--- config.mk ---
export PLATFORM = sky130hd
export DESIGN_NAME = aurora_link_sequencer
export DESIGN_NICKNAME = d
export VERILOG_FILES = /design/src/rtl/aurora_link_sequencer.sv
export SDC_FILE = /design/constraint.sdc
export NUM_CORES = 1
export LEC_CHECK = 0
export ABC_AREA = 1
export CORE_ASPECT_RATIO = 1.1
export CORE_MARGIN = 1.5
export CORE_UTILIZATION = 55
export DETAILED_ROUTE_END_ITERATION = 8
export GPL_TIMING_DRIVEN = 0
export PLACE_DENSITY_LB_ADDON = 0.12
export SKIP_CTS_REPAIR_TIMING = 1
export SLEW_MARGIN = 20
export SYNTH_ARGS = -nofsm -noshare
export SYNTH_HDL_FRONTEND = slang
export SYNTH_SLANG_ARGS = --single-unit
--- constraint.sdc ---
create_clock -name aclk -period 5.7 [get_ports aclk]
set_clock_uncertainty 0.1 [all_clocks]
set_input_delay 1.14 -clock aclk [delete_from_list [all_inputs] [get_ports aclk]]
set_output_delay 1.14 -clock aclk [all_outputs]
set_load 0.01 [all_outputs]
--- src/rtl/aurora_link_sequencer.sv ---
// Aurora/C2C link bring-up sequencer: GT reset sequencing, lock/lane/channel/C2C waits,
// timeout-driven retries with a sticky fault, and board LED drive.
module aurora_link_sequencer #(
  parameter int NUM_LANES       = 2,
  parameter int PMA_INIT_CYCLES = 256,
  parameter int RESET_PB_CYCLES = 128,
  parameter int TIMEOUT_CYCLES  = 1000000,
  parameter int MAX_RETRIES     = 7,
  parameter int HEARTBEAT_DIV   = 24
) (
  input  logic                 aclk,
  input  logic                 aresetn,
  input  logic                 enable,
  input  logic                 gt_pll_lock,
  input  logic [NUM_LANES-1:0] lane_up,
  input  logic                 channel_up,
  input  logic                 c2c_link_status,
  input  logic                 c2c_link_error,
  output logic                 pma_init,
  output logic                 reset_pb,
  output logic                 c2c_aux_reset,
  output logic                 link_ready,
  output logic                 fault,
  output logic [3:0]           retry_count,
  output logic [2:0]           state_out,
  output logic [3:0]           led_out
);

  typedef enum logic [2:0] {
    IDLE         = 3'd0,
    PMA_RESET    = 3'd1,
    PB_RESET     = 3'd2,
    WAIT_LOCK    = 3'd3,
    WAIT_CHANNEL = 3'd4,
    WAIT_C2C     = 3'd5,
    LINKED       = 3'd6,
    FAULT        = 3'd7
  } state_t;

  localparam int SYNC_W = NUM_LANES + 4;
  localparam int T_MAX0 = (PMA_INIT_CYCLES > RESET_PB_CYCLES) ? PMA_INIT_CYCLES : RESET_PB_CYCLES;
  localparam int T_MAX  = (T_MAX0 > TIMEOUT_CYCLES) ? T_MAX0 : TIMEOUT_CYCLES;
  localparam int TW     = $clog2(T_MAX + 1);

  logic [SYNC_W-1:0]        sync1, sync2;
  logic                     lock_s, channel_up_s, link_status_s, link_error_s;
  logic [NUM_LANES-1:0]     lane_up_s;
  logic [TW-1:0]            timer;
  logic [HEARTBEAT_DIV-1:0] heartbeat;
  state_t                   state, state_nxt;
  logic [3:0]               retry_nxt;
  logic                     retry_req, timed_out;

  // Two-flop synchronizers for every asynchronous status input.
  always_ff @(posedge aclk) begin
    if (!aresetn) begin
      sync1 <= '0;
      sync2 <= '0;
    end else begin
      sync1 <= {c2c_link_error, c2c_link_status, channel_up, lane_up, gt_pll_lock};
      sync2 <= sync1;
    end
  end

  assign {link_error_s, link_status_s, channel_up_s, lane_up_s, lock_s} = sync2;
  assign timed_out = (timer == TW'(TIMEOUT_CYCLES - 1));

  // NOTE: every variable gets a default at the top so no path leaves it unassigned (no latches).
  always_comb begin
    state_nxt = state;
    retry_nxt = retry_count;
    retry_req = 1'b0;
    if (!enable) begin
      state_nxt = IDLE;
      retry_nxt = '0;
    end else begin
      case (state)
        IDLE:         state_nxt = PMA_RESET;
        PMA_RESET:    if (timer == TW'(PMA_INIT_CYCLES - 1)) state_nxt = PB_RESET;
        PB_RESET:     if (timer == TW'(RESET_PB_CYCLES - 1)) state_nxt = WAIT_LOCK;
        WAIT_LOCK:    if (lock_s) state_nxt = WAIT_CHANNEL;
                      else if (timed_out) retry_req = 1'b1;
        WAIT_CHANNEL: if (channel_up_s && (&lane_up_s)) state_nxt = WAIT_C2C;
                      else if (timed_out) retry_req = 1'b1;
        WAIT_C2C:     if (link_status_s) state_nxt = LINKED;
                      else if (timed_out) retry_req = 1'b1;
        LINKED:       if (!channel_up_s || !lock_s || link_error_s) retry_req = 1'b1;
        FAULT:        state_nxt = FAULT;
        default:      state_nxt = IDLE;
      endcase
      if (retry_req) begin
        if (retry_count == 4'(MAX_RETRIES)) begin
          state_nxt = FAULT;
        end else begin
          retry_nxt = retry_count + 4'd1;
          state_nxt = PMA_RESET;
        end
      end
      if (state_nxt == LINKED && state != LINKED) retry_nxt = '0;
    end
  end

  // NOTE: outputs are decoded from state_nxt and registered, so they switch on the same edge as state.
  always_ff @(posedge aclk) begin
    if (!aresetn) begin
      state         <= IDLE;
      retry_count   <= '0;
      timer         <= '0;
      pma_init      <= 1'b1;
      reset_pb      <= 1'b1;
      c2c_aux_reset <= 1'b1;
      link_ready    <= 1'b0;
      fault         <= 1'b0;
    end else begin
      state         <= state_nxt;
      retry_count   <= retry_nxt;
      if (state_nxt != state || !(state inside {PMA_RESET, PB_RESET, WAIT_LOCK, WAIT_CHANNEL, WAIT_C2C}))
        timer <= '0;
      else
        timer <= timer + TW'(1);
      pma_init      <= (state_nxt inside {IDLE, PMA_RESET, FAULT});
      reset_pb      <= (state_nxt inside {IDLE, PMA_RESET, PB_RESET, FAULT});
      c2c_aux_reset <= !(state_nxt inside {WAIT_C2C, LINKED});
      link_ready    <= (state_nxt == LINKED);
      fault         <= (state_nxt == FAULT);
    end
  end

  always_ff @(posedge aclk) begin
    if (!aresetn) heartbeat <= '0;
    else          heartbeat <= heartbeat + HEARTBEAT_DIV'(1);
  end

  assign state_out = state;
  assign led_out   = {fault, link_ready, channel_up_s, heartbeat[HEARTBEAT_DIV-1]};

endmodule

# After elaboration in Yosys (flattened, before gate mapping)
# Index checks and enable logic that the tools add are counted.
# totals
reg_bits	68
inputBits	9
output_inout_bits	16
# op_classes
add_sub_neg	3
eq_ne	19
n_mux	17
bitwise_logic	3
reduce_logical	19
# ops
op	n
2-to-1 mux 3 bit	9
adder 24 x 1 -> 24 bit (second input constant)	1
equality test 3 bit (second input constant)	8
one-hot mux 3 bit (7 select lines)	1
adder 20 x 1 -> 20 bit (second input constant)	1
equality test 20 bit (second input constant)	1
equality test 20 x 7 -> 1 bit (second input constant)	1
equality test 20 x 8 -> 1 bit (second input constant)	1
equality test 3 x 2 -> 1 bit (second input constant)	3
equality test 3 x 1 -> 1 bit (second input constant)	2
zero test 3 bit	2
2-to-1 mux 1 bit	6
nonzero test 5 bit	1
adder 4 x 1 -> 4 bit (second input constant)	1
equality test 4 x 3 -> 1 bit (second input constant)	1
zero test 1 bit	4
one-hot mux 1 bit (4 select lines)	1
AND reduction 2 bit	2
nonzero test 4 bit	1
logical OR 1 bit	3
inequality test 3 bit	1
inequality test 3 bit (second input constant)	1
NOT 1 bit	3
nonzero test 3 bit	1
4 further kinds	5

# Longest topological paths before layout
# Gate-level depths: netlist of run 1.
# logic_depth
depth_word	12
ltp_mapped	16
depth_no_buf	14

# Worst setup path after synthesis of run 1
# Ideal clock, no wire load.
# synth_timing
path_type	input -> register
start	in aresetn
end	reg timer[13]
setup_ns	0.062
arrival_ns	2.005
t_required_ns	5.538
path_slack_ns	3.532
cell_stages	8
n_path_buf	2
cell_sequence	clkbuf_1 o21ai_0 a21oi_1 nand2_1 nor2_2 nand2_2 buf_6 nor2_2
# synth_via
elab_chain_cells	2
# synth_rtl
item	line_no	text
start: declaration	12	input logic aresetn,
NOT 1 bit (no source line)	-	
OR reduction 2 bit (no source line)	-	
end signal: assignment	120	timer <= timer + TW'(1);
end: declaration	48	logic [TW-1:0] timer;
# No other way between the ends.
# A chain may end at the register's enable or synchronous reset.

# Worst setup path after layout of run 1
# layout_timing
start	reg state[1], in the netlist state_out[1]
end	out state_out[1]
# layout_lines
item	line_no	text
start: declaration	50	state_t state, state_nxt;
start signal: assignment	115	state <= state_nxt;
end: declaration	25	output logic [2:0] state_out,
# No word-level cell between the ends.

==> summary.md, run 1 <==
| Metric | Value |
|---|---|
| Cell row count | `29` |
| Post-synth EDFFs | `0` |
| Highest-delay cell along the critical path | `clkdlybuf4s50_1` |
| Cts bufs inserted | `9` |
| Reg clk slew, reported paths | `around 70 ps` |
| Die X | `roughly 76 um` |
| Final Hold Viols | `0` |
| Period utilization | `46.6%` |
| Gr ovfl total | `0` |
| Antenna viol nets, final | `0` |
| Crit Path Class | `reg -> out` |
| Initial antenna violation count | `0` |
| Routed WL per cell | `roughly 11 um` |
| Post-synthesis cell type count | `33` |
| Post-layout minimum cycle time | `~2700 ps` |
| GRT Util Overall | `between 20% and 30%` |
| Clock sink count | `between 60 and 70` |
| CP peak stage delay | `a little under 600 ps` |
| Hold/Removal Path Class | `reg -> reg` |
| VDD IR max | `between 0.15 and 0.2 mV` |
| Slew HR | `67.8%` |
| Input/output buffers | `23` |
| Cell taking the most area after synthesis | `dfxtp_1` |
| Pre-CTS setup slack | `roughly 3000 ps` |
| Synth top area share | `between 40% and 50%` |
| RSZ-0062 raised after global routing | `no` |
| Final net count | `roughly 480` |
| Flops & latches, synth | `68` |
| Largest net degree at the start of global routing | `13` |
| CP delay by family, top | `buffers and inverters` |
| Synth top cells by count | `80 x nand2_1, 68 x dfxtp_1, 64 x nor2_1` |
| Dpl hpwl | `between 4000 and 5000 um` |
| Synthesis Warnings | `0` |
| CTS tree | `built` |
| Proportion of layout cells with a drive suffix above 1 | `roughly 14%` |
| Pwr Density | `about 240 mW/mm2` |
| Setup tns final | `0 ps` |
| Initial core utilization | `roughly 56%` |
| Number of global-route vias before repair | `between 2000 and 3000` |
| Crit Path Max Fanout | `8` |
| Setup violators final | `0` |
| Worst path bufs/invs | `1` |
| CP startpoint kind | `flop` |
| Die ar. | `around 0.0063 mm2` |
| H-tree depth | `3` |
| DRT iter0 DRCs | `82` |
| Critical path cell sequence | `clkdlybuf4s50_1` |
| Synthesized net count | `450` |
| Asr flop ratio synth | `0%` |
| Area growth, synth to finish | `16.4%` |
| Worst Setup Slack, final | `~3000 ps` |
| WL final | `5820 um` |
| Clk Latency, worst-skew pair | `~340 ps` |
| Synth Instances | `between 400 and 500` |
| DRC errors left | `0` |
| Post-DR vias/cell | `roughly 4.8` |
| Die Y | `around 83 um` |
| IO Count | `25` |
| Root buf cell | `clkbuf_8` |
| Syn_area_per_cell | `~7.4 um2` |
| Worst-margin pin slew | `between 400 and 500 ps` |
| Top_reg_cell synth | `dfxtp_1` |
| DR pass1 iterations | `4` |
| Routability-driven placement congestion ratio | `about 0.85` |
| Core area | `roughly 0.0057 mm2` |
| Worst EP arrival | `1420 ps` |
| Ranking of synthesized cells by area | `dfxtp_1 42%, nand2_1 9.3%, nor2_1 7.4%` |
| Outcome | `complete, no violations` |
| Synth Cell Area | `around 0.0032 mm2` |
| Count leader, synth | `nand2_1` |
| Final Max Tran Viols | `0` |
| First-pass GRT wire length | `between 10000 and 15000 um` |
| Antenna Cells | `0` |
| Min Hold Slack | `slightly above 300 ps` |
| WP data required | `~4500 ps` |
| Vias | `~2700` |
| Post-synthesis sequential area ratio | `between 40% and 50%` |
| Clock Path Buffers | `2` |
| Crit. End Element | `output pin` |
| Static Leak | `roughly 0.0015 uW` |
| Peak Freq | `~0.38 GHz` |
| Max-cap violations | `0` |
==> metrics by stage <==
step / util [%] / std cells / total power, uW / area [um2]
2_1_floorplan: - / 438 / 516 / 3230
3_5_place_dp: 62.0 / 538 / 529 / 3550
5_1_grt: 65.5 / 554 / 945 / 3750
3_3_place_gp: 62.0 / 538 / 528 / 3550
4_1_cts: 65.5 / 554 / 921 / 3750
6_report: 65.5 / 554 / 910 / 3750
==> placed cells by master (no fill, tap or decap), types with 3 or more instances in the layout <==
cell / count
or2_2: 3
nand2_2: 4
nand3_1: 29
clkbuf_1: 4
nor3b_1: 7
o21ai_0: 8
nand2_1: 80
clkbuf_8: 10
inv_1: 60
a21oi_1: 12
dfxtp_1: 68
ha_1: 3
xnor2_1: 8
nand4_1: 8
clkdlybuf4s50_1: 23
nand3_2: 4
xor2_1: 15
nor3_1: 12
nor2_2: 22
buf_4: 5
nor2_1: 64
==> metal layers <==
| metal | global-route usage, % | vias up | wire length, um |
|---|---|---|---|
| li1 | - | 1437 | - |
| met3 | 3.96 | 13 | 159 |
| met4 | 10.6 | 0 | 141 |
| met5 | 0 | - | 0 |
| met1 | 23.5 | 1168 | 2530 |
| met2 | 36.8 | 36 | 2990 |
==> path summary, 6_finish.rpt <==
check,slack (ps),end,startpoint,depth (start not counted)
worst max register to register,3470,heartbeat[18],heartbeat[0],12
worst min-delay path,310,sync2[5],sync1[5],2
worst min register to register,310,sync2[5],sync1[5],2
worst max-delay path,3040,state_out[1],state_out[1],1
==> report_power, final <==
part	internal, uW	switching, uW
Clock	213	180
Sequential	481	2.77
Combinational	13.7	19.4
==> cell families after synthesis <==
family / count (synthesis) / share of synthesized area [%]
AND/OR/NAND/NOR: 243 / 36.0
buffers and inverters: 75 / 9.85
flip-flops: 68 / 42.2
AO/OA/AOI/OAI: 26 / 4.58
XOR/XNOR: 23 / 6.24
adder cells (fa/ha/maj): 3 / 1.16
==> registers in the layout, indices dropped and copies added, names as in the netlist <==
signal and cells:
heartbeat 24, timer 20, sync1 6, sync2 6
retry_count 4, state_out 3, c2c_aux_reset 1, fault 1
link_ready 1, pma_init 1, reset_pb 1
==> cell type report <==
class | count | area, um2
fillers | 544 | 1980
multi-input cells | 295 | 1550
flip-flops and latches | 68 | 1360
inverters | 62 | 233
repair buffers | 23 | 230
clock buffers | 10 | 138
well taps | 77 | 96.3
plain buffers | 13 | 85.1
clock inverters | 6 | 63.8
Note: power is estimated with default switching activity, not from simulation.
==> run 2: changes to the inputs <==
==> constraint.sdc (replaced) <==
create_clock -name aclk -period 2.7 [get_ports aclk]
set_clock_uncertainty 0.1 [all_clocks]
set_input_delay 0.54 -clock aclk [delete_from_list [all_inputs] [get_ports aclk]]
set_output_delay 0.54 -clock aclk [all_outputs]
set_load 0.01 [all_outputs]
==> results of run 2 <==
The final DEF is identical to that of run 1. Status: complete, no violations.
Among the figures that moved: setup slack after placement 3030 ps -> 507 ps; setup slack after layout 3040 ps -> 471 ps; start point of the critical path state_out[1] -> heartbeat[0]; end point of the critical path state_out[1] -> heartbeat[18]; register-to-register setup slack 3470 ps -> 470 ps; total power 910 uW -> 1920 uW; worst IR drop on VDD 0.175 mV -> 0.369 mV
==> run 3: changes to the inputs <==
==> constraint.sdc (replaced) <==
create_clock -name aclk -period 2.2 [get_ports aclk]
set_clock_uncertainty 0.1 [all_clocks]
set_input_delay 0.44 -clock aclk [delete_from_list [all_inputs] [get_ports aclk]]
set_output_delay 0.44 -clock aclk [all_outputs]
set_load 0.01 [all_outputs]
==> run 3 against run 2 <==
- worst hold slack lost 2.0 ps
- design area grew 3.7%
- worst setup slack lost 350 ps
- critical path depth grew 3
- clock power grew 24%
- critical path type unchanged
==> summary.md, run 3 (synthesis results as in run 1) <==
| Metric | Value |
|---|---|
| Slew HR | `67.9% (+0.097 points)` |
| Core Util, Final | `67.9% (+2.4 points)` |
| First-pass GRT wire length | `10600 um (unchanged)` |
| Number of flip-flops in the largest register | `24 (unchanged)` |
| Crit Path Class | `reg -> reg` |
| Vias | `2679 (+0.94%)` |
| Crit. End Element | `flop` |
| Routed WL per cell | `10.7 um (+1.8%)` |
| Setup violators final | `0 (unchanged)` |
| WHS Path Cells | `2 (unchanged)` |
| Reg clk slew, reported paths | `70 ps (about the same)` |
| IO Count | `25 (unchanged)` |
| WP data required | `around 2400 ps` |
| DRC errors left | `0 (unchanged)` |
| Clock Path Buffers | `2 (unchanged)` |
| Routability-driven placement congestion ratio | `0.845 (unchanged)` |
| VDD IR max | `approximately 0.46 mV` |
| Gr ovfl total | `0 (unchanged)` |
| Initial antenna violation count | `0 (unchanged)` |
| Die ar. | `0.00634 mm2 (unchanged)` |
| Proportion of layout cells with a drive suffix above 1 | `18.2% (+4.4 points)` |
| Input/output buffers | `23 (unchanged)` |
| Biggest regs | `heartbeat (24), timer (20)` |
| Setup tns final | `0 ps (unchanged)` |
| Final Max Tran Viols | `0 (unchanged)` |
| DRT iter0 DRCs | `105 (+28%)` |
| Clock sink count | `68 (unchanged)` |
| Die Y | `83.3 um (unchanged)` |
| Cell row count | `29 (unchanged)` |
| Root buf cell | `clkbuf_8` |
| Max-cap violations | `0 (unchanged)` |
| Crit Path Max Fanout | `10` |
| Antenna Cells | `0 (unchanged)` |
| Cts bufs inserted | `9 (unchanged)` |
| Antenna viol nets, final | `0 (unchanged)` |
| Register area | `0.00137 mm2 (+0.55%)` |
| Register-to-register setup slack | `120 ps` |
| Area growth, synth to finish | `20.7%` |
| CP startpoint kind | `flop` |
| GRT Util Overall | `20.7% (unchanged)` |
| Cell count after placement | `538 (unchanged)` |
| Worst EP arrival | `between 2000 and 2500 ps` |
| Post-Layout Cell Count | `560 (+1.1%)` |
| RSZ-0062 raised after global routing | `yes` |
| Number of global-route vias before repair | `2527 (unchanged)` |
| DR pass1 iterations | `4 (unchanged)` |
| Reg with most FFs | `heartbeat` |
| Initial core utilization | `56.3% (unchanged)` |
| Core area | `0.00573 mm2 (unchanged)` |
| Final net count | `490 (+1.2%)` |
| Most frequent cells in the layout | `77 x nand2_1, 64 x dfxtp_1, 60 x nor2_1` |
| Outcome | `complete, no violations` |
| Peak Freq | `between 0.4 and 0.5 GHz` |
| H-tree depth | `3 (unchanged)` |
| Worst-margin pin slew | `481 ps (-1.45 ps)` |
| Post-DR vias/cell | `4.78 (-0.14%)` |
| Largest net degree at the start of global routing | `13 (unchanged)` |
| Dpl hpwl | `4360 um (unchanged)` |
| Pwr Density | `~600 mW/mm2` |
| Layout fillers | `512 (-5.9%)` |
| Period utilization | `a little over nine tenths` |
| Footprint of the multi-input gates | `0.00162 mm2 (+4.9%)` |
| Die X | `76.0 um (unchanged)` |
| Static Leak | `0.00159 uW (+3.5%)` |
| CTS tree | `built` |
| Commonest non-fill, non-tap cell in the layout | `nand2_1` |
| Post-layout minimum cycle time | `roughly 2100 ps` |
| Hold/Removal Path Class | `reg -> reg` |
| Final Hold Viols | `0 (unchanged)` |
| WL final | `5990 um (+2.9%)` |
| Clk Latency, worst-skew pair | `350 ps (about the same)` |
| Reg2Reg Depth | `15 (+3)` |
## run 3: cell count changes in the layout (fill, tap and decap cells not counted), moves of 2 or more
cell     delta
nand2_1     -3
buf_4       +6
nand3_4     +2
nand2_2     +3
nand3_2     -2
nor2_1      -4
dfxtp_2     +3
dfxtp_1     -4
nor3_1      -2
nor2_2      +4
## run 3: layout make-up
cell class / count / share of cell area (%)
flip-flops and latches: 68 / 35.1
repair buffers: 29 / 7.07
clock inverters: 6 / 1.64
clock buffers: 10 / 3.53
multi-input cells: 295 / 41.7
inverters: 62 / 5.97
well taps: 77 / 2.47
plain buffers: 13 / 2.47
## run 3: power by group
group	internal (uW)	switching, uW	total (uW)
combinational	38.7	52.1	90.7
clock	551	477	1030
sequential	1250	7.49	1250
total	1840	536	2370
## run 3: path summary, 6_finish.rpt
check	to	startpoint
worst max-delay path	timer[1]	state_out[0]
worst min-delay path	sync2[5]	sync1[5]
worst max register to register	timer[1]	state_out[0]
worst min register to register	sync2[5]	sync1[5]
## run 3: critical path, cell delays in order (launching register included)
cell	delay, ps
dfxtp_1	330
clkbuf_4	190
nand2_1	80
nor2_1	100
nand2_1	100
nand3_1	100
nand3_1	130
nand2_2	120
nand2_4	90
nand3_4	120
nand2_1	60
nand2_1	70
nor2_2	40
nand2_2	100
buf_6	180
nor2_2	50
## run 3: stage by stage
stage                     worst slack [ps]  power, uW  hold slack (ps)  instance area (um2)
after floorplan                        283       1340              290                 3230
after global routing                 -48.9       2460              341                 3890
after CTS                            -39.3       2390              313                 3750
final                                  118       2370              308                 3890
after global placement                41.9       1370              296                 3550
after detailed placement              7.10       1370              296                 3550
## run 3: layer usage
layer,GRT usage (%),vias to the layer above,part of all wire [%]
met2,36.8,29,51
li1,-,1447,-
met1,23.5,1192,44
met3,3.96,11,2.6
met4,10.6,0,2.2
met5,0,-,0
